[config.mk]
export PLATFORM = sky130hd
export DESIGN_NAME = keypad_scan_ctrl
export DESIGN_NICKNAME = d
export VERILOG_FILES = /design/src/rtl/keypad_scan_ctrl.sv
export SDC_FILE = /design/constraint.sdc
export NUM_CORES = 1
export LEC_CHECK = 0
export CORE_UTILIZATION = 59
export CTS_CLUSTER_DIAMETER = 120
export DETAILED_ROUTE_END_ITERATION = 10
export GPL_TIMING_DRIVEN = 0
export MAX_ROUTING_LAYER = met4
export PLACE_DENSITY = 0.77
export REMOVE_ABC_BUFFERS = 1
export SLEW_MARGIN = 30
export SYNTH_ARGS = -nofsm -noshare
export SYNTH_HDL_FRONTEND = slang
export SYNTH_SLANG_ARGS = --single-unit
[constraint.sdc]
create_clock -name Clk -period 5.74 [get_ports Clk]
set_clock_uncertainty 0.1 [all_clocks]
set_input_delay 0.861 -clock Clk [delete_from_list [all_inputs] [get_ports Clk]]
set_output_delay 0.861 -clock Clk [all_outputs]
set_load 0.005 [all_outputs]
[src/rtl/keypad_scan_ctrl.sv]
// keypad_scan_ctrl: 4x6 matrix keypad scanner with per-key debounce and a
// press/release event FIFO.
// Optional feature macro: KEYSCAN_RELEASE_EV_EN -- when defined, release events
// are queued alongside press events; when undefined only presses are queued.
module keypad_scan_ctrl #(
    parameter int SCAN_DIV   = 1000,
    parameter int DEBOUNCE   = 4,
    parameter int FIFO_DEPTH = 4
) (
    input  logic        Clk,
    input  logic        Reset,
    input  logic [5:0]  keycol,
    output logic [3:0]  keyrow,
    output logic [23:0] button,
    output logic        ev_valid,
    input  logic        ev_ready,
    output logic [4:0]  ev_code,
    output logic        ev_press,
    output logic        ev_ovf,
    input  logic        ovf_clr
);

    localparam int AW = $clog2(FIFO_DEPTH);

    // Row drive states, in scan order 0 -> 1 -> 2 -> 3 -> 0.
    localparam logic [3:0] ROW0 = 4'b1110;
    localparam logic [3:0] ROW1 = 4'b0111;
    localparam logic [3:0] ROW2 = 4'b1011;
    localparam logic [3:0] ROW3 = 4'b1101;

    // Board numbering of the six columns of a driven row, col 0 in the low field.
    function automatic logic [4:0] key_idx(input logic [3:0] row, input logic [2:0] col);
        logic [29:0] lut;
        case (row)
            ROW1:    lut = {5'd16, 5'd20, 5'd12, 5'd11, 5'd0,  5'd10};
            ROW2:    lut = {5'd17, 5'd21, 5'd13, 5'd9,  5'd8,  5'd7};
            ROW3:    lut = {5'd18, 5'd22, 5'd14, 5'd6,  5'd5,  5'd4};
            default: lut = {5'd19, 5'd23, 5'd15, 5'd3,  5'd2,  5'd1};
        endcase
        return lut[int'(col) * 5 +: 5];
    endfunction

    function automatic logic [3:0] next_row(input logic [3:0] row);
        case (row)
            ROW0:    return ROW1;
            ROW1:    return ROW2;
            ROW2:    return ROW3;
            default: return ROW0;
        endcase
    endfunction

    logic [3:0]  row_q, row_d;
    logic [15:0] div_q, div_d;
    logic        samp_take;
    logic        samp_vld_q;
    logic [3:0]  samp_row_q;
    logic [5:0]  samp_col_q;

    logic [23:0] btn_q, btn_d;
    logic [2:0]  agr_q [24];
    logic [2:0]  agr_d [24];
    logic [23:0] pend_q, pend_d, pend_set, pend_clr;
`ifdef KEYSCAN_RELEASE_EV_EN
    logic [23:0] pol_q, pol_d;
`endif

    logic        push;
    logic [4:0]  sel;
    logic        push_press;

    logic [5:0]  mem_q [FIFO_DEPTH];
    logic [AW-1:0] wr_q, wr_d, rd_q, rd_d;
    logic [AW:0] cnt_q, cnt_d;
    logic        ovf_q, ovf_d;
    logic        full, pop, wr_en, drop;
    logic [5:0]  head;

    // Row sequencer: dwell SCAN_DIV cycles per row, request a sample on the
    // final dwell cycle, and snap any corrupted row value back to ROW0.
    always_comb begin
        row_d     = row_q;
        div_d     = div_q + 16'd1;
        samp_take = 1'b0;
        case (row_q)
            ROW0, ROW1, ROW2, ROW3: begin
                if (div_q == 16'(SCAN_DIV - 1)) begin
                    div_d     = 16'd0;
                    row_d     = next_row(row_q);
                    samp_take = 1'b1;
                end
            end
            default: begin
                row_d = ROW0;
                div_d = 16'd0;
            end
        endcase
    end

    // Debounce: compare the registered row sample against the accepted state;
    // DEBOUNCE consecutive disagreements flip the key and raise its event.
    always_comb begin
        logic [4:0] k;
        logic       hit;
        logic [2:0] inc;
        k        = '0;
        hit      = 1'b0;
        inc      = '0;
        btn_d    = btn_q;
        pend_set = '0;
        for (int i = 0; i < 24; i++) agr_d[i] = agr_q[i];
`ifdef KEYSCAN_RELEASE_EV_EN
        pol_d = pol_q;
`endif
        if (samp_vld_q) begin
            for (int c = 0; c < 6; c++) begin
                k   = key_idx(samp_row_q, 3'(c));
                hit = ~samp_col_q[c];
                inc = (agr_q[k] == 3'd7) ? 3'd7 : agr_q[k] + 3'd1;
                if (hit == btn_q[k]) begin
                    agr_d[k] = 3'd0;
                end else if (inc == 3'(DEBOUNCE)) begin
                    agr_d[k] = 3'd0;
                    btn_d[k] = hit;
`ifdef KEYSCAN_RELEASE_EV_EN
                    pend_set[k] = 1'b1;
                    pol_d[k]    = hit;
`else
                    pend_set[k] = hit;
`endif
                end else begin
                    agr_d[k] = inc;
                end
            end
        end
    end

    // Serialiser: lowest pending key goes to the FIFO this cycle. One row
    // raises at most six events, all drained well inside the 8+ cycle dwell.
    always_comb begin
        push = 1'b0;
        sel  = '0;
        for (int i = 23; i >= 0; i--) begin
            if (pend_q[i]) begin
                push = 1'b1;
                sel  = 5'(i);
            end
        end
        pend_clr = push ? (24'd1 << sel) : 24'd0;
        pend_d   = (pend_q & ~pend_clr) | pend_set;
`ifdef KEYSCAN_RELEASE_EV_EN
        push_press = pol_q[sel];
`else
        push_press = 1'b1;
`endif
    end

    // FIFO control: a pop frees the slot for a same-cycle push even when full;
    // only a push into a full FIFO without a pop is dropped and flagged.
    always_comb begin
        full  = (cnt_q == (AW + 1)'(FIFO_DEPTH));
        pop   = ev_valid & ev_ready;
        wr_en = push & (~full | pop);
        drop  = push & full & ~pop;
        wr_d  = wr_en ? wr_q + 1'b1 : wr_q;
        rd_d  = pop ? rd_q + 1'b1 : rd_q;
        cnt_d = cnt_q;
        case ({wr_en, pop})
            2'b10:   cnt_d = cnt_q + (AW + 1)'(1);
            2'b01:   cnt_d = cnt_q - (AW + 1)'(1);
            default: cnt_d = cnt_q;
        endcase
        if (ovf_clr)   ovf_d = 1'b0;
        else if (drop) ovf_d = 1'b1;
        else           ovf_d = ovf_q;
    end

    // Control state with asynchronous reset; clears all in-flight events.
    always_ff @(posedge Clk or posedge Reset) begin
        if (Reset) begin
            row_q      <= ROW0;
            div_q      <= '0;
            samp_vld_q <= 1'b0;
            btn_q      <= '0;
            pend_q     <= '0;
            for (int i = 0; i < 24; i++) agr_q[i] <= '0;
`ifdef KEYSCAN_RELEASE_EV_EN
            pol_q      <= '0;
`endif
            wr_q       <= '0;
            rd_q       <= '0;
            cnt_q      <= '0;
            ovf_q      <= 1'b0;
        end else begin
            row_q      <= row_d;
            div_q      <= div_d;
            samp_vld_q <= samp_take;
            btn_q      <= btn_d;
            pend_q     <= pend_d;
            for (int i = 0; i < 24; i++) agr_q[i] <= agr_d[i];
`ifdef KEYSCAN_RELEASE_EV_EN
            pol_q      <= pol_d;
`endif
            wr_q       <= wr_d;
            rd_q       <= rd_d;
            cnt_q      <= cnt_d;
            ovf_q      <= ovf_d;
        end
    end

    // Data capture: column sample with its row, and FIFO storage (no reset;
    // validity is carried by the control state above).
    always_ff @(posedge Clk) begin
        if (samp_take) begin
            samp_row_q <= row_q;
            samp_col_q <= keycol;
        end
        if (wr_en) mem_q[wr_q] <= {push_press, sel};
    end

    assign head     = mem_q[rd_q];
    assign keyrow   = row_q;
    assign button   = btn_q;
    assign ev_valid = (cnt_q != '0);
    assign ev_code  = ev_valid ? head[4:0] : 5'd0;
    assign ev_press = ev_valid & head[5];
    assign ev_ovf   = ovf_q;

endmodule

==> results.py, run 1 <==
metrics = {
    "sta": {
        "finalHoldViolCount": 0,
        "hold_ws_ns": 0.372,
        "rsz0062_at_grt": "false",
        "fin_crit_ns": 4.32,
        "slew-limit-headroom": 0.367,
        "tightest_slew_ns": 0.943,
        "finalCritPeriodShare": 0.753,
        "setup_viol": 0,
        "slew_violations": 0,
        "max_freq_mhz": 231,
    },
    "cts": {
        "numCtsBuffers": 17,
        "cts_hold_buf": 0,
        "cts_sinks": 179,
        "cts_setup_buffers": 0,
        "clk_pin_slew_ns": 0.07,
        "cts_tree": "built",
        "clockRootBuffer": "clkbuf_16",
        "cts_resized": 0,
        "cts.htree.levels": 4,
        "insertion_delay_ns": 0.44,
        "clockBufferDepth": 2,
    },
    "floorplan": {
        "start_util": 0.609,
        "rows": 46,
        "pin_count": 46,
        "die_h_um": 131,
        "core_mm2": 0.0161,
        "die_area_mm2": 0.0171,
        "die_w_um": 131,
    },
    "setup_path": {
        "path_delay_family": "simple AND/OR/NAND/NOR gates",
        "slowest_stage": "edfxtp_1",
        "cp_num_buf_inv": 3,
        "crit_top_cell": "o21ai_0",
        "crit_path_max_incr_delay_ns": 0.80,
        "critPathLaunchType": "flip-flop",
        "required_ns": 6.01,
        "crit_path_cell_trace": "buf_6 > buf_8 > nand2b_1 > a21oi_1 > nand3_1 > o21ai_0 > o21ai_0 > ha_1 > inv_1 > o2111a_1 > nand3b_1 > nor3b_2 > a22o_1",
        "path_max_fanout": 18,
        "cp-end-kind": "flip-flop",
        "worstSetupPathType": "reg2reg",
        "critPathArrivalTime_ns": 4.60,
    },
    "placement": {
        "dpl_cell_area_mm2": 0.0103,
        "place_congestion": 0.897,
        "port_buffers": 45,
        "dp_hpwl_um": 14900,
    },
    "logic_synthesis": {
        "synthTopCellsByCount": "dfrtp_1 (146), nand2_1 (86), nor2_1 (48)",
        "yosysWarningCount": 0,
        "async_reset_ff_frac": 0.832,
        "synthFlopType": "dfrtp_1",
        "syn-cell-area_mm2": 0.00978,
        "synth_top_area_cell": "dfrtp_1",
        "synth_top_area_share": 0.374,
        "ys_seq_area_frac": 0.474,
        "synth_cells": 919,
        "synthTopCellsByArea": "dfrtp_1 (37%), edfxtp_1 (9.2%), mux2_2 (5.1%), nand2_1 (3.3%), o31ai_1 (1.9%)",
        "synth.most_common_cell": "dfrtp_1",
        "avgSynthCellArea_um2": 10.6,
        "synth-edff-count": 30,
        "ys_ff_latch": 179,
        "synth.distinct_cells": 96,
    },
    "global_route": {
        "antenna_found_initial": 0,
        "overflow": 0,
        "grt_usage": 0.295,
        "grt_pass1_vias": 6989,
        "grt_pass1_wl_um": 37000,
        "grt_start_max_net_pins": 91,
    },
    "layout": {
        "syn2layout_area_growth_pct": 11.9,
        "nets": 958,
        "diodes": 0,
        "stdcell_area_mm2": 0.0109,
        "fillers": 1233,
        "drive_gt1_frac": 0.157,
        "utilization": 0.681,
    },
    "drt": {
        "antenna_left": 0,
        "drtPass1Iterations": 6,
        "via_per_inst": 6.41,
        "num_vias": 7457,
        "wire_per_inst_um": 19.7,
        "first_iter_violations": 724,
        "routed_wl_um": 22900,
        "drc_errors": 0,
    },
    "worst_hold_path": {
        "hp-class": "reg2reg",
    },
    "job": {
        "cap_viol_max_count": 0,
    },
    "power": {
        "power_w": 0.00263,
        "leakagePower_nw": 4.66,
        "ir_drop_uv": 216,
        "p_per_area_mw_per_mm2": 240,
    },
    "run_status": {
        "run_status": "complete, no violations",
    },
}
[routing by layer]
metal | wire length, um | vias to the layer above | global-route usage
met4 | 273 | 0 | 0.0879
met2 | 11000 | 282 | 0.458
li1 | - | 3428 | -
met5 | 0 | - | -
met3 | 1550 | 28 | 0.0631
met1 | 10100 | 3719 | 0.390
[cells by family after synthesis]
logic type / count (synthesis) / synth area share
and+or+nand+nor: 323 / 0.187
DFF: 179 / 0.474
adders and majority gates: 17 / 0.0220
buffers and inverters: 97 / 0.0507
AOI/OAI and AO/OA: 220 / 0.170
xor gates and xnor gates: 28 / 0.0282
muxes: 55 / 0.0683
[per-stage QoR]
step,TNS [ns],setup slack [ns],cells
floorplan,0,0.776,861
global placement,-191.19,-1.32,1122
detailed placement,0,1.57,1131
CTS,0,1.55,1163
global route,0,1.18,1164
finish,0,1.42,1164
[cell usage in the layout (no fill, tap or decap), types with 5 or more instances in the layout]
cell type,instances
clkdlybuf4s50_1,45
ha_1,12
clkbuf_16,17
nand4b_1,6
mux4_2,5
xor2_1,13
o21ai_0,29
and4_1,5
and3_1,6
xnor2_1,11
o2bb2ai_1,19
mux2_2,44
or4_1,5
nor3b_1,13
nand3_1,23
a21oi_2,8
nand2_1,83
dfrtp_1,146
or3_1,8
inv_1,38
nor2b_1,9
nand3b_1,20
o21ai_1,22
nor4_1,7
a21oi_1,35
o31ai_1,25
a22o_1,12
o31ai_2,5
nand2b_1,10
nor3_1,11
nor2_1,48
mux2i_1,6
edfxtp_1,30
o41ai_1,5
and2_1,18
nand4_1,16
[worst reg2reg max path: cells and delay by family (launching register included)]
| kind | cells | cell delay [ns] |
|---|---|---|
| AO/OA/AOI/OAI | 5 | 1.12 |
| adder cells (fa/ha/maj) | 1 | 0.30 |
| AND/OR/NAND/NOR | 4 | 1.40 |
| flip-flops | 1 | 0.80 |
| buffers and inverters | 3 | 0.54 |
[layout make-up]
cell class | instances | area (um^2) | area share
sequential | 179 | 4630 | 0.423
multi-input combinational | 643 | 4680 | 0.428
timing repair buffer | 55 | 623 | 0.0569
tap | 216 | 270 | 0.0247
clock inverter | 15 | 158 | 0.0144
inverter | 39 | 154 | 0.0141
clock buffer | 17 | 425 | 0.0389
[state kept, by name, indices dropped and copies added (netlist names)]
name,flops
agr_q,72
button,24
cnt_q,3
div_q,16
ev_ovf,1
keyrow,4
mem_q,20
pend_q,24
rd_q,2
samp_col_q,6
samp_row_q,4
samp_vld_q,1
wr_q,2
[worst paths after layout]
check	startpoint	endpoint	slack, ns	cells past startpoint
worst max-delay path	samp_row_q[3]	button[11]	1.42	13
worst min-delay path	agr_q[5]	agr_q[5]	0.37	2
worst max register to register	samp_row_q[3]	button[11]	1.42	13
worst min register to register	agr_q[5]	agr_q[5]	0.37	2
max in group asynchronous	Reset	agr_q[26]	3.99	3
min in group asynchronous	Reset	agr_q[65]	0.74	2
[power by group]
group | switching [W] | leakage (nW) | internal [W] | total [W]
sequential | 0.0000333 | 2.36 | 0.00131 | 0.00134
combinational | 0.0000574 | 2.01 | 0.0000589 | 0.000116
clock | 0.000524 | 0.280 | 0.000645 | 0.00117
(Power assumes the default switching activity.)
==> inputs of run 2 (changes only) <==
==> constraint.sdc (replaced) <==
create_clock -name Clk -period 4 [get_ports Clk]
set_clock_uncertainty 0.1 [all_clocks]
set_input_delay 0.6 -clock Clk [delete_from_list [all_inputs] [get_ports Clk]]
set_output_delay 0.6 -clock Clk [all_outputs]
set_load 0.005 [all_outputs]
==> run 2 against run 1 <==
  * Power grew 44%
  * Via count shrank 0.17%
  * Sequential power grew 43%
  * Global-route usage grew 0.065 points
  * Final cell count grew 0.17%
  * Critical path type unchanged
==> results.py, run 2 (same netlist as run 1, synthesis figures left out) <==
metrics = {
    "sta": {
        "max_freq_mhz": 264,
        "slew-limit-headroom": 0.364,
        "fin_crit_ns": 3.78,
        "setup_viol": 0,
        "tightest_slew_ns": 0.948,
        "slew_violations": 0,
        "rsz0062_at_grt": "false",
        "fin_tns_setup_ns": 0,
        "finalHoldViolCount": 0,
        "finalCritPeriodShare": 0.946,
        "hold_ws_ns": 0.370,
    },
    "global_route": {
        "grt_pass1_vias": 6993,
        "grt_start_max_net_pins": 91,
        "antenna_found_initial": 0,
        "grt_usage": 0.296,
        "overflow": 0,
        "grtUsageMet3": 0.0586,
        "use_met2": 0.462,
        "grt_pass1_wl_um": 37000,
        "grt_use_met1": 0.393,
        "top_usage_layer": "met2",
    },
    "cts": {
        "clockBufferDepth": 2,
        "clk_pin_slew_ns": 0.07,
        "clockRootBuffer": "clkbuf_16",
        "cts_sinks": 179,
        "cts.htree.levels": 4,
        "cts_tree": "built",
        "numCtsBuffers": 17,
        "insertion_delay_ns": 0.44,
    },
    "worst_hold_path": {
        "hp-class": "reg2reg",
        "whs_endpoint": "agr_q[5]",
        "holdPathStages": 2,
        "worstHoldStart": "agr_q[5]",
    },
    "floorplan": {
        "die_h_um": 131,
        "start_util": 0.609,
        "die_area_mm2": 0.0171,
        "die_w_um": 131,
        "core_mm2": 0.0161,
        "pin_count": 46,
        "rows": 46,
    },
    "drt": {
        "drtPass1Iterations": 5,
        "wire_per_inst_um": 19.7,
        "via_per_inst": 6.38,
        "first_iter_violations": 696,
        "routed_wl_um": 22900,
        "antenna_left": 0,
        "drc_errors": 0,
        "num_vias": 7444,
    },
    "layout": {
        "fillers": 1233,
        "top_register": "agr_q",
        "diodes": 0,
        "nets": 960,
        "drive_gt1_frac": 0.163,
        "syn2layout_area_growth_pct": 12.1,
        "layout_common_cells": "dfrtp_1 (146), nand2_1 (82), nor2_1 (47), clkdlybuf4s50_1 (45), mux2_2 (44)",
        "utilization": 0.683,
        "instances_no_fill": 1166,
        "mostFrequentLayoutCell": "dfrtp_1",
        "largest_reg_flops": 72,
    },
    "power": {
        "p_per_area_mw_per_mm2": 344,
        "ir_drop_uv": 311,
        "leakagePower_nw": 4.66,
        "power_w": 0.00377,
    },
    "setup_path": {
        "crit_path_cell_trace": "buf_16 > buf_8 > nand2b_1 > o22ai_1 > a221o_1 > ha_1 > inv_1 > and4_1 > a221oi_1 > nand3_1 > o21a_1 > o31ai_1",
        "rr_worst_depth": 12,
        "slowest_stage": "nand2b_1",
        "worstSetupPathType": "reg2reg",
        "r2r_slack_ns": 0.22,
        "reg2reg_from": "samp_row_q[2]",
        "cp-end-kind": "flip-flop",
        "path_max_fanout": 16,
        "required_ns": 4.23,
        "crit_path_max_incr_delay_ns": 0.56,
        "critPathArrivalTime_ns": 4.01,
        "critPathLaunchType": "flip-flop",
        "cp_num_buf_inv": 3,
        "path_delay_family": "compound AO/OA/AOI/OAI gates",
        "rr_endpoint": "agr_q[8]",
    },
    "placement": {
        "port_buffers": 45,
        "place_congestion": 0.897,
        "dp_hpwl_um": 14900,
        "placedCellCount": 1131,
    },
    "run_status": {
        "run_status": "complete, no violations",
    },
    "job": {
        "cap_viol_max_count": 0,
    },
}
-- run 2: changes by cell type in the layout (fill, tap and decap cells not counted), sizes merged --
cell and change:
buf +2
-- run 2: worst reg2reg max path: stages (launching register included) --
cell and delay (ns):
edfxtp_1 0.43, buf_16 0.18, buf_8 0.16, nand2b_1 0.57, o22ai_1 0.23, a221o_1 0.37
ha_1 0.31, inv_1 0.07, and4_1 0.17, a221oi_1 0.51, nand3_1 0.15, o21a_1 0.19
o31ai_1 0.23
-- run 2: layout make-up --
cell class,count,area [um^2],area share
tap,216,270,0.0246
sequential,179,4630,0.423
inverter,39,154,0.0140
clock buffer,17,425,0.0388
clock inverter,15,158,0.0144
multi-input combinational,643,4690,0.428
timing repair buffer,57,631,0.0575
-- run 2: routing by layer --
| layer | up-vias | share of wire |
|---|---|---|
| li1 | 3419 | - |
| met1 | 3710 | 0.43 |
| met2 | 288 | 0.48 |
| met3 | 27 | 0.072 |
| met4 | 0 | 0.012 |
| met5 | - | 0 |
-- run 2: report_power, final --
part,switching [W],internal [W]
clock network,0.000754,0.000926
logic,0.0000822,0.0000846
registers,0.0000477,0.00187
total,0.000884,0.00289
-- run 2: worst max-delay path by stage --
stage / start / end / slack (ns) / cells after the start
2_1_floorplan: Reset / agr_q[0] / -0.70 / 1
3_3_place_gp: Reset / agr_q[35] / -2.80 / 2
4_1_cts: samp_row_q[0] / agr_q[8] / 0.06 / 12
3_5_place_dp: samp_row_q[3] / button[11] / -0.17 / 13
6_report: samp_row_q[2] / agr_q[8] / 0.22 / 12
5_1_grt: samp_row_q[0] / pend_q[9] / 0.02 / 12
-- run 2: per-stage QoR --
step,worst slack (ns),instance area (um^2)
2_1_floorplan,-0.703,9430
3_3_place_gp,-2.80,10100
3_5_place_dp,-0.166,10300
4_1_cts,0.0580,10900
5_1_grt,0.0236,11000
6_report,0.217,11000
-- run 2: repair_timing --
item | CTS | global route
setup buffers | 3 | 0
gates resized for setup | 1 | 3
hold buffers | 0 | 0
setup endpoints to repair | 36 | 29
hold endpoints to repair | 0 | 0
==> inputs of run 3 (changes only) <==
--- a/config.mk
+++ b/config.mk
@@ -5,6 +5,7 @@
 export SDC_FILE = /design/constraint.sdc
 export NUM_CORES = 1
 export LEC_CHECK = 0
+export CAP_MARGIN = 30
 export CORE_UTILIZATION = 59
 export CTS_CLUSTER_DIAMETER = 120
 export DETAILED_ROUTE_END_ITERATION = 10
==> constraint.sdc (replaced) <==
create_clock -name Clk -period 4.12 [get_ports Clk]
set_clock_uncertainty 0.1 [all_clocks]
set_input_delay 0.618 -clock Clk [delete_from_list [all_inputs] [get_ports Clk]]
set_output_delay 0.618 -clock Clk [all_outputs]
set_load 0.005 [all_outputs]
==> run 3 against run 2 <==
  * Global-route usage up 0.18 points
  * Utilization up 0.17 points
  * Register-to-register slack better by 0.07 ns
  * Sequential cell count unchanged
  * Critical path type unchanged
  * Largest cell class unchanged
  * Largest power group unchanged
  * Highest routed layer unchanged
==> results.py, run 3 (same netlist as run 1, synthesis figures left out) <==
metrics = {
    "global_route": {
        "grt_start_max_net_pins": 91,
        "antenna_found_initial": 0,
        "grt_pass1_vias": 6961,
        "grt_usage": 0.297,
        "overflow": 0,
        "grt_pass1_wl_um": 37300,
    },
    "layout": {
        "mostFrequentLayoutCell": "dfrtp_1",
        "utilization": 0.685,
        "syn2layout_area_growth_pct": 12.4,
        "layout_common_cells": "dfrtp_1 (146), nand2_1 (82), nor2_1 (47), clkdlybuf4s50_1 (45), mux2_2 (44)",
        "regArea_mm2": 0.00463,
        "fillers": 1225,
        "nets": 961,
        "largest_reg_flops": 72,
        "diodes": 0,
        "stdcell_area_mm2": 0.0110,
        "top_register": "agr_q",
        "drive_gt1_frac": 0.163,
        "multi_input_area_mm2": 0.00469,
    },
    "placement": {
        "dpl_cell_area_mm2": 0.0103,
        "post-place-ws_ns": -0.0559,
        "port_buffers": 45,
        "dp_hpwl_um": 14900,
        "place_congestion": 0.897,
    },
    "setup_path": {
        "cp-end-kind": "flip-flop",
        "path_max_fanout": 16,
        "critPathLaunchType": "flip-flop",
        "rr_endpoint": "button[1]",
        "worstSetupPathType": "reg2reg",
        "startpoint": "samp_row_q[2]",
        "crit_path_cell_trace": "buf_16 > buf_8 > nand2b_1 > a21oi_1 > a21oi_2 > a221oi_1 > ha_1 > a221o_1 > a211oi_4 > nand3b_2 > o2bb2ai_1",
        "cp_num_buf_inv": 2,
        "critPathArrivalTime_ns": 4.10,
        "reg2reg_from": "samp_row_q[2]",
        "crit_path_max_incr_delay_ns": 0.48,
        "slowest_stage": "nand2b_1",
        "r2r_slack_ns": 0.28,
        "cp-endpoint": "button[1]",
        "cp.depth": 11,
        "required_ns": 4.38,
        "rr_worst_depth": 11,
        "path_delay_family": "compound AO/OA/AOI/OAI gates",
    },
    "sta": {
        "rsz0062_at_grt": "false",
        "hold_ws_ns": 0.375,
        "setup_viol": 0,
        "max_freq_mhz": 261,
        "slew_violations": 0,
        "fin_crit_ns": 3.84,
        "fin_tns_setup_ns": 0,
        "finalHoldViolCount": 0,
        "fin_ws_ns": 0.284,
        "tightest_slew_ns": 1.01,
        "slew-limit-headroom": 0.324,
        "finalCritPeriodShare": 0.931,
    },
    "power": {
        "leakagePower_nw": 4.67,
        "p_int_w": 0.00286,
        "combinationalPowerShare": 0.043,
        "clkPwrFrac": 0.456,
        "ir_drop_uv": 315,
        "p_per_area_mw_per_mm2": 339,
        "switching_power_w": 0.000869,
        "p_sw_frac": 0.233,
        "pwr-share-seq": 0.500,
    },
    "drt": {
        "antenna_left": 0,
        "via_per_inst": 6.31,
        "drc_errors": 0,
        "drtPass1Iterations": 5,
        "routed_wl_um": 23200,
        "first_iter_violations": 644,
        "wire_per_inst_um": 19.9,
        "num_vias": 7362,
    },
    "floorplan": {
        "core_mm2": 0.0161,
        "start_util": 0.609,
        "die_h_um": 131,
        "die_area_mm2": 0.0171,
        "rows": 46,
        "pin_count": 46,
        "die_w_um": 131,
    },
    "cts": {
        "clk_pin_slew_ns": 0.07,
        "clockBufferDepth": 2,
        "clockRootBuffer": "clkbuf_16",
        "cts_tree": "built",
        "cts_hold_buf": 0,
        "insertion_delay_ns": 0.44,
        "cts_sinks": 179,
        "cts.htree.levels": 4,
        "numCtsBuffers": 17,
    },
    "worst_hold_path": {
        "hp-class": "reg2reg",
    },
    "run_status": {
        "run_status": "complete, no violations",
    },
    "job": {
        "cap_viol_max_count": 0,
    },
}
-- run 3: worst min path at each step --
stage | slack (ns) | to | startpoint | cells after the start
2_1_floorplan | 0.34 | agr_q[5] | agr_q[5] | 2
3_3_place_gp | 0.35 | agr_q[17] | agr_q[17] | 2
3_5_place_dp | 0.36 | agr_q[5] | agr_q[5] | 2
4_1_cts | 0.37 | agr_q[17] | agr_q[17] | 2
5_1_grt | 0.39 | agr_q[5] | agr_q[5] | 2
6_report | 0.38 | agr_q[5] | agr_q[5] | 2
-- run 3: through the flow --
step                power [W]  cells
finish                0.00373   1167
global placement      0.00205   1122
CTS                   0.00374   1165
global route          0.00384   1167
detailed placement    0.00207   1131
floorplan             0.00200    861
-- run 3: layout make-up --
cell class,count,share of cell area
clock inverters,15,0.0165
repair buffers,58,0.0580
clock buffers,17,0.0387
inverters,39,0.0140
well taps,216,0.0246
multi-input cells,643,0.427
flip-flops and latches,179,0.421
-- run 3: power groups by stage --
stage          clock [W]  sequential, W  combinational (W)
2_1_floorplan          0        0.00189           0.000111
3_3_place_gp           0        0.00190           0.000152
3_5_place_dp           0        0.00190           0.000166
4_1_cts          0.00171        0.00187           0.000167
5_1_grt          0.00179        0.00187           0.000183
6_report         0.00170        0.00187           0.000162
-- run 3: layer usage --
| layer | share of wire | wire, um | vias up | track usage |
|---|---|---|---|---|
| met5 | 0 | 0 | - | - |
| met3 | 0.066 | 1530 | 42 | 0.0717 |
| met4 | 0.017 | 400 | 0 | 0.0838 |
| met1 | 0.45 | 10400 | 3643 | 0.398 |
| met2 | 0.47 | 10900 | 251 | 0.452 |
| li1 | - | - | 3426 | - |
-- run 3: worst min-delay path, stage by stage (launching register included) --
cell and delay (ns):
dfrtp_1 0.34, nand2_1 0.05, o31ai_1 0.05
-- run 3: repair_timing --
| item | CTS | global route |
|---|---|---|
| setup buffers | 2 | 2 |
| pin swaps | 0 | 0 |
| resized for setup | 1 | 2 |
| endpoints found under the setup margin | 22 | 24 |
